==> src/rtl/parity_frame_receiver_pkg.sv <==
// Shared constants for the even-parity serial frame receiver.
package parity_frame_receiver_pkg;

    localparam int unsigned ST_W = 2;

    localparam logic [ST_W-1:0] ST_IDLE   = 2'd0;
    localparam logic [ST_W-1:0] ST_DATA   = 2'd1;
    localparam logic [ST_W-1:0] ST_PARITY = 2'd2;
    localparam logic [ST_W-1:0] ST_STOP   = 2'd3;

    localparam logic LINE_IDLE = 1'b1;

endpackage

==> src/rtl/parity_frame_receiver_if.sv <==
// Line-sample, word handshake and error-report signals of the frame receiver.
interface parity_frame_receiver_if #(
    parameter int unsigned width  = 8,
    parameter int unsigned cwidth = 8
);
    logic              i_tick;
    logic              i_bit;
    logic              i_ready;
    logic              i_clear;
    logic [width-1:0]  o_data;
    logic              o_valid;
    logic              o_parity_error;
    logic              o_frame_error;
    logic              o_overrun;
    logic [cwidth-1:0] o_error_count;

    // Front end plus word consumer drive the inputs.
    modport master (
        output i_tick, i_bit, i_ready, i_clear,
        input  o_data, o_valid, o_parity_error, o_frame_error, o_overrun, o_error_count
    );

    modport slave (
        input  i_tick, i_bit, i_ready, i_clear,
        output o_data, o_valid, o_parity_error, o_frame_error, o_overrun, o_error_count
    );
endinterface

==> src/rtl/parity_frame_receiver_parity_checker.sv <==
// Even parity check: error is high when data plus parity bit hold an odd number of ones.
module even_parity_checker #(
    parameter int unsigned width = 8
) (
    input  logic [width-1:0] data_i,
    input  logic             parity_i,
    output logic             error_c_o
);
    assign error_c_o = ^{data_i, parity_i};
endmodule

==> src/rtl/parity_frame_receiver.sv <==
// Serial frame receiver: start/data/parity/stop sequencing, one-entry word buffer,
// and a saturating count of parity, framing and overrun events.
module parity_frame_receiver
    import parity_frame_receiver_pkg::*;
#(
    parameter int unsigned width  = 8,
    parameter int unsigned cwidth = 8
) (
    input  logic                    clk,
    input  logic                    rst_x,
    parity_frame_receiver_if.slave  bus
);
    localparam int unsigned     CNT_W   = $clog2(width + 1);
    localparam logic [CNT_W-1:0] CNT_LAST = CNT_W'(width - 1);
    localparam logic [cwidth-1:0] ERR_MAX = '1;

    logic [ST_W-1:0]   state_q, state_d;
    logic [CNT_W-1:0]  cnt_q, cnt_d;
    logic [width-1:0]  shift_q, shift_d;
    logic              par_q, par_d;
    logic [width-1:0]  data_q, data_d;
    logic              valid_q, valid_d;
    logic              perr_q, perr_d;
    logic              ferr_q, ferr_d;
    logic              ovr_q, ovr_d;
    logic [cwidth-1:0] errcnt_q, errcnt_d;

    logic [width:0]    shift_ext_c;
    logic              stop_tick_c;
    logic              stop_ok_c;
    logic              frame_bad_c;
    logic              consume_c;
    logic              overrun_c;
    logic              load_c;
    logic              event_c;
    logic              par_err_c;

    even_parity_checker #(.width(width)) u_parity (
        .data_i    (shift_q),
        .parity_i  (par_q),
        .error_c_o (par_err_c)
    );

    always_ff @(posedge clk or negedge rst_x) begin
        if (!rst_x) begin
            state_q  <= ST_IDLE;
            cnt_q    <= '0;
            shift_q  <= '0;
            par_q    <= 1'b0;
            data_q   <= '0;
            valid_q  <= 1'b0;
            perr_q   <= 1'b0;
            ferr_q   <= 1'b0;
            ovr_q    <= 1'b0;
            errcnt_q <= '0;
        end else begin
            state_q  <= state_d;
            cnt_q    <= cnt_d;
            shift_q  <= shift_d;
            par_q    <= par_d;
            data_q   <= data_d;
            valid_q  <= valid_d;
            perr_q   <= perr_d;
            ferr_q   <= ferr_d;
            ovr_q    <= ovr_d;
            errcnt_q <= errcnt_d;
        end
    end

    always_comb begin
        state_d     = state_q;
        cnt_d       = cnt_q;
        shift_d     = shift_q;
        par_d       = par_q;
        stop_tick_c = 1'b0;
        shift_ext_c = {bus.i_bit, shift_q};

        // Frame sequencing advances only on line-sample strobes.
        if (bus.i_tick) begin
            case (state_q)
                ST_IDLE: begin
                    if (bus.i_bit != LINE_IDLE) begin
                        state_d = ST_DATA;
                        cnt_d   = '0;
                    end
                end
                ST_DATA: begin
                    shift_d = shift_ext_c[width:1];
                    cnt_d   = cnt_q + CNT_W'(1);
                    if (cnt_q == CNT_LAST) begin
                        state_d = ST_PARITY;
                    end
                end
                ST_PARITY: begin
                    par_d   = bus.i_bit;
                    state_d = ST_STOP;
                end
                ST_STOP: begin
                    stop_tick_c = 1'b1;
                    state_d     = ST_IDLE;
                end
            endcase
        end

        stop_ok_c   = stop_tick_c && (bus.i_bit == LINE_IDLE);
        frame_bad_c = stop_tick_c && (bus.i_bit != LINE_IDLE);
        consume_c   = valid_q && bus.i_ready;
        overrun_c   = stop_ok_c && valid_q && !consume_c;
        load_c      = stop_ok_c && !overrun_c;
        // A parity error on a dropped word is already counted as the overrun.
        event_c     = frame_bad_c || overrun_c || (load_c && par_err_c);

        data_d  = load_c ? shift_q   : data_q;
        perr_d  = load_c ? par_err_c : perr_q;
        valid_d = load_c ? 1'b1 : (consume_c ? 1'b0 : valid_q);
        ferr_d  = frame_bad_c;
        ovr_d   = overrun_c;

        if (bus.i_clear) begin
            errcnt_d = cwidth'(event_c);
        end else if (event_c && (errcnt_q != ERR_MAX)) begin
            errcnt_d = errcnt_q + cwidth'(1);
        end else begin
            errcnt_d = errcnt_q;
        end
    end

    assign bus.o_data         = data_q;
    assign bus.o_valid        = valid_q;
    assign bus.o_parity_error = perr_q;
    assign bus.o_frame_error  = ferr_q;
    assign bus.o_overrun      = ovr_q;
    assign bus.o_error_count  = errcnt_q;

endmodule
==> src/flat_wrapper.sv <==
// flat-port wrapper written by rule: the top's interface ports become plain ports
module parity_frame_receiver_flat import parity_frame_receiver_pkg::*;
#(
    parameter int unsigned width  = 8,
    parameter int unsigned cwidth = 8
)
  (clk, rst_x, bus_i_tick, bus_i_bit, bus_i_ready, bus_i_clear, bus_o_data, bus_o_valid, bus_o_parity_error, bus_o_frame_error, bus_o_overrun, bus_o_error_count);
  parity_frame_receiver_if #(.width(width), .cwidth(cwidth)) bus_i ();
  input  logic clk;
  input  logic rst_x;
  input wire logic [$bits(bus_i.i_tick)-1:0] bus_i_tick;
  input wire logic [$bits(bus_i.i_bit)-1:0] bus_i_bit;
  input wire logic [$bits(bus_i.i_ready)-1:0] bus_i_ready;
  input wire logic [$bits(bus_i.i_clear)-1:0] bus_i_clear;
  output wire logic [$bits(bus_i.o_data)-1:0] bus_o_data;
  output wire logic [$bits(bus_i.o_valid)-1:0] bus_o_valid;
  output wire logic [$bits(bus_i.o_parity_error)-1:0] bus_o_parity_error;
  output wire logic [$bits(bus_i.o_frame_error)-1:0] bus_o_frame_error;
  output wire logic [$bits(bus_i.o_overrun)-1:0] bus_o_overrun;
  output wire logic [$bits(bus_i.o_error_count)-1:0] bus_o_error_count;
  assign bus_i.i_tick = bus_i_tick;
  assign bus_i.i_bit = bus_i_bit;
  assign bus_i.i_ready = bus_i_ready;
  assign bus_i.i_clear = bus_i_clear;
  assign bus_o_data = bus_i.o_data;
  assign bus_o_valid = bus_i.o_valid;
  assign bus_o_parity_error = bus_i.o_parity_error;
  assign bus_o_frame_error = bus_i.o_frame_error;
  assign bus_o_overrun = bus_i.o_overrun;
  assign bus_o_error_count = bus_i.o_error_count;
  parity_frame_receiver #(.width(width), .cwidth(cwidth)) u_core (.clk(clk), .rst_x(rst_x), .bus(bus_i));
endmodule
==> config.mk <==
export PLATFORM = sky130hd
export DESIGN_NAME = parity_frame_receiver_flat
export DESIGN_NICKNAME = d
export VERILOG_FILES = /design/src/rtl/parity_frame_receiver_pkg.sv /design/src/rtl/parity_frame_receiver_if.sv /design/src/rtl/parity_frame_receiver_parity_checker.sv /design/src/rtl/parity_frame_receiver.sv /design/src/flat_wrapper.sv
export SDC_FILE = /design/constraint.sdc
export NUM_CORES = 1
export LEC_CHECK = 0
export ABC_AREA = 1
export CORE_AREA = 2 2 59 67
export DETAILED_ROUTE_END_ITERATION = 8
export DIE_AREA = 0 0 61 69
export PLACE_DENSITY = 0.77
export SYNTH_ARGS = -nofsm -noshare
export SYNTH_HDL_FRONTEND = slang
export SYNTH_SLANG_ARGS = --single-unit
==> constraint.sdc <==
create_clock -name clk -period 1.73 [get_ports clk]
set_input_delay 0.173 -clock clk [delete_from_list [all_inputs] [get_ports clk]]
set_output_delay 0.173 -clock clk [all_outputs]
set_load 0.02 [all_outputs]
Word level (Yosys, flattened, before mapping)
Cells that the tools add are included.
- logic and storage cells: 52
- output and inout port bits: 20
- bits of input ports: 6
- register bits after elaboration: 35
- equality and inequality tests: 7
- bitwise gates (word level): 1
- reduce and logical (&&, ||, !) cells: 21
- $add $sub $neg: 2
- multiplexer cells: 11
- operators by type and width (operator ; count):
    8-bit two-way mux ; 2
    9-bit XOR reduction ; 1
    8-bit by 1-bit adder with 8-bit output, second input constant ; 1
    1-bit logical AND ; 8
    8-bit != test, second input constant ; 1
    2-bit case mux with 4 select lines ; 1
    4-bit case mux with 2 select lines ; 1
    3-bit AND reduction ; 2
    2-bit nonzero test ; 3
    4-bit by 1-bit adder with 4-bit output, second input constant ; 1
    2-bit equality test, second input constant ; 2
    4-bit by 3-bit equality test with 1-bit output, second input constant ; 1
    1-bit two-way mux ; 4
    2-bit two-way mux ; 2
    4-bit two-way mux ; 1
    2-bit AND reduction ; 2
    2-bit by 1-bit equality test with 1-bit output, second input constant ; 1
    1-bit zero test ; 2
    2-bit zero test ; 1
    1-bit logical OR ; 2
    2-bit by 1-bit != test with 1-bit output, second input constant ; 1
    2-bit != test, second input constant ; 1
    1-bit NOT ; 1

Longest topological paths before layout
- word-level depth: 13
- depth in mapped cells: 13
- gate-level depth less buffers: 13

By module
A second synthesis with hierarchy kept.
- cell total of the unflattened synthesis: 234
- area, all modules: 1890.6 um2
- modules (own cells, without submodules) (module ; cells each ; seq. area each (um2) ; area an instance (um2) ; times used):
    parity_frame_receiver ; 196 ; 875.8 ; 1726.7 ; 1
    even_parity_checker ; 38 ; 0.0 ; 163.9 ; 1

Worst setup path after synthesis
Ideal clock, no wire load.
- kind: register to register
- from: reg u_core.errcnt_q[0], in the netlist u_core.bus.o_error_count[0]
- to: reg u_core.errcnt_q[7], in the netlist u_core.bus.o_error_count[7]
- setup slack: 0.102 ns
- stages on the path, launching flop included: 12
- data required time: 1.613 ns
- period minus slack after synthesis: 1.628 ns
- setup time: 0.117 ns
- path buffers: 0
- arrival time: 1.511 ns
- path through: dfrtp_1 -> ha_1 -> nand2_1 -> inv_1 -> nand2_1 -> nor2_1 -> and3_1 -> nand2_4 -> nand2_8 -> nand2_8 -> nand2_1 -> nand2_1
- cells in the longest elaborated chain, start to end: 3
- elaborated cells on any way between the ends: 6
- those cells by class: add/sub: 1; eq/ne: 1; mux: 2; reduce/logical: 2
- ends and longest elaborated chain (what ; RTL line ; source):
    from (decl) ; parity_frame_receiver.sv:26 ; logic [cwidth-1:0] errcnt_q, errcnt_d;
    from (signal assigned) ; parity_frame_receiver.sv:66 ; errcnt_q <= errcnt_d;
    8-bit by 1-bit adder with 8-bit output or 8-bit != test (tied branches) ; parity_frame_receiver.sv:122, parity_frame_receiver.sv:121 ;
    8-bit two-way mux or 1-bit logical AND (tied branches) ; parity_frame_receiver.sv:121 ; end else if (event_c && (errcnt_q != ERR_MAX)) begin
    8-bit two-way mux or 2-bit nonzero test (tied branches) ; - ;
Parallel ways exist; a longest one is shown, timed or not. The select of a mux whose other input is x is not followed.
A chain may end at the register's enable or synchronous reset.

Worst setup path in the final report
- from: reg u_core.errcnt_q[0], in the netlist u_core.bus.o_error_count[0]
- to: reg u_core.errcnt_q[2], in the netlist u_core.bus.o_error_count[2]
The elaborated chain is that of the path after synthesis.

==> impl_metrics.env <==
export IMPL_outcome="finished clean"
export IMPL_hold_class="primary input to asynchronous set/reset pin"
export IMPL_die_y_microns=69
export IMPL_clk_pin_slew_ns=0.07
export IMPL_drive_above_1_share_pct=13.73
export IMPL_finalPower_mw=3.047
export IMPL_critPathRequiredTime_ns=1.90
export IMPL_wl_mm=3.525
export IMPL_tightestPinTransition_ns=0.4489
export IMPL_yosysSeqAreaShare_pct=48.64
export IMPL_post_drt_wl_per_cell_microns=11.56
export IMPL_p_switching_mw=1.201
export IMPL_clock_fmax_mhz=615.5
export IMPL_cp_end_kind="register"
export IMPL_grt_pass1_vias=1416
export IMPL_port_buffers=25
export IMPL_crit_arrival_ns=1.80
export IMPL_vias=1507
export IMPL_synth_fp_nets=229
export IMPL_worstSetupPathType="register to register"
export IMPL_p_sw_share_pct=39.43
export IMPL_core_region_area_sq_um=3540
export IMPL_dieArea_sq_um=4209
export IMPL_drcViolationCount=0
export IMPL_crit_fanout=9
export IMPL_final_hold_viol_count=0
export IMPL_clockRootBuffer="clkbuf_8"
export IMPL_grt_antenna_before_repair=0
export IMPL_synth_seq_cells=35
export IMPL_ir_worst_vdd_uv=928.2
export IMPL_period_needed_ns=1.625
export IMPL_p_seq_share_pct=40.1
export IMPL_syn_avg_cell_area_sq_um=8.297
export IMPL_cts_hold_buffers=0
export IMPL_grt_max_degree=36
export IMPL_antenna_left=0
export IMPL_overflow=0
export IMPL_setup_viol=0
export IMPL_grt_pass1_wl_mm=5.920
export IMPL_final_common_cell="nand2_1"
export IMPL_finalCritPeriodShare_pct=93.91
export IMPL_gr_usage_all_layers_pct=18.48
export IMPL_cts_tree="yes"
export IMPL_row_count=23
export IMPL_post_route_util_pct=63.49
export IMPL_via_per_inst=4.941
export IMPL_clockBufferDepth=2
export IMPL_final_cell_mix="nand2_1, dfrtp_1, clkdlybuf4s50_1, inv_1, o21ai_0"
export IMPL_n_antenna_cell=0
export IMPL_powerDensity_nw_per_um2=1356
export IMPL_critPathLaunchType="register"
export IMPL_ys_warn_count=0
export IMPL_htreeDepth=2
export IMPL_layout_nets=266
export IMPL_cts_buffers=5
export IMPL_area_growth_pct=24.81
export IMPL_syn_inst=217
export IMPL_drt_iter0_drc=59
export IMPL_cap_violations=0
export IMPL_syn_cell_area_sq_um=1800
export IMPL_firstDrtPassIters=4
export IMPL_insertion_delay_ns=0.29
export IMPL_initial_utilization_pct=50.87
export IMPL_die_x_microns=61
export IMPL_relSlewSlack_pct=70.00
export IMPL_pwr_share_comb_pct=41.4
export IMPL_clkPwrFrac_pct=18.5
export IMPL_leakagePower_nw=1.106
export IMPL_cell_internal_pwr_mw=1.846
export IMPL_tns_ns=0
export IMPL_netlist_cell_type_count=26
export IMPL_skew_ns=0.006166
export IMPL_hpwl_mm=2.563
export IMPL_io_pins=26
export IMPL_globalplace_congestion=0.8739
export IMPL_clkSinkCount=35
export IMPL_maxSlewViolCount=0
[cells by family (layout without fill, tap and decap cells)]
group	count (synthesis)	in the layout	synth area share (%)
AND/OR/NAND/NOR	112	112	29.95
XOR/XNOR	2	2	1.390
flip-flops	35	35	48.64
adder cells (fa/ha/maj)	6	6	4.169
buffers and inverters	29	67	6.532
AO/OA/AOI/OAI	33	33	9.313
[stage by stage]
step | hold WS, ns | instance area [sq um] | worst slack (ns) | cells
after global placement | 0.4585 | 2146 | 0.1023 | 296
after global routing | 0.3626 | 2247 | -0.02448 | 305
after CTS | 0.3205 | 2227 | 0.07656 | 304
after detailed placement | 0.4668 | 2146 | 0.06131 | 296
final | 0.2991 | 2247 | 0.1054 | 305
after floorplan | -0.1226 | 1800 | 0.1020 | 217
[registers in the layout, summed over array words and instances (netlist names), 2 cells and up]
register and count:
u_core.state_q 2, u_core.bus.o_error_count 8, u_core.shift_q 8, u_core.bus.o_data 8, u_core.cnt_q 4
[path summary, 6_finish.rpt]
path	startpoint	end	slack, ns	cells after the start
worst max-delay path	u_core.bus.o_error_count[0]	u_core.bus.o_error_count[2]	0.11	11
worst min-delay path	rst_x	u_core.bus.o_data[7]	0.30	2
worst max register to register	u_core.bus.o_error_count[0]	u_core.bus.o_error_count[2]	0.11	11
worst min register to register	u_core.bus.o_data[3]	u_core.bus.o_data[3]	0.48	2
max in group asynchronous	rst_x	u_core.shift_q[6]	1.12	2
min in group clk	u_core.bus.o_data[3]	u_core.bus.o_data[3]	0.48	2
[power groups by stage]
stage / clock network [mW] / registers (mW) / logic [mW]
after floorplan: 0 / 1.32 / 0.758
after global placement: 0 / 1.23 / 1.23
after detailed placement: 0 / 1.23 / 1.26
after CTS: 0.577 / 1.22 / 1.27
after global routing: 0.614 / 1.25 / 1.44
final: 0.564 / 1.22 / 1.26
[routing by layer]
metal	part of all wire, %	global-route usage (%)
met5	0	0
met4	1.4	6.039
met3	3.5	5.629
met2	51	29.99
met1	44	22.91
[synthesized netlist by cell type]
cell type	n	area, sq um
nand3_2	4	40.04
xnor2_2	1	16.27
a21oi_1	8	40.04
nor3_1	3	15.01
buf_6	1	11.26
nor2_1	7	26.28
o22ai_1	1	6.260
nand4_1	2	12.51
or2_2	1	6.260
a31oi_1	1	6.260
o21ai_0	23	115.1
nand3_1	12	60.06
ha_1	6	75.07
nor2_2	2	12.51
clkbuf_1	1	3.750
nor2_4	1	11.26
inv_1	23	86.33
and3_1	2	12.51
dfrtp_1	35	875.8
buf_2	1	5.000
nand2_4	2	22.52
xor2_1	1	8.760
inv_2	3	11.26
nand2_2	1	6.260
nand2_1	73	274.0
nand2_8	2	40.04
[critical path: stages (launching register included)]
cell     delay, ns
dfrtp_1       0.42
ha_2          0.21
nand2_1       0.05
inv_1         0.08
nand2_2       0.08
nor2_2        0.11
and3_4        0.20
nand2_4       0.07
nand2_8       0.12
nand2_8       0.07
nand2_1       0.06
nand2_1       0.05
[timing repair]
action | CTS | global route
endpoints found under the setup margin | 0 | 7
resized for setup | 0 | 4
buffers inserted | 0 | 1
[layout make-up]
class | count | area (sq um)
fill | 328 | 1292
inverter | 26 | 97.59
multi-input combinational | 153 | 819.5
timing repair buffer | 33 | 310.3
clock inverter | 1 | 5.005
sequential | 35 | 875.8
clock buffer | 7 | 76.32
tap | 50 | 62.56
(Power assumes the default switching activity.)
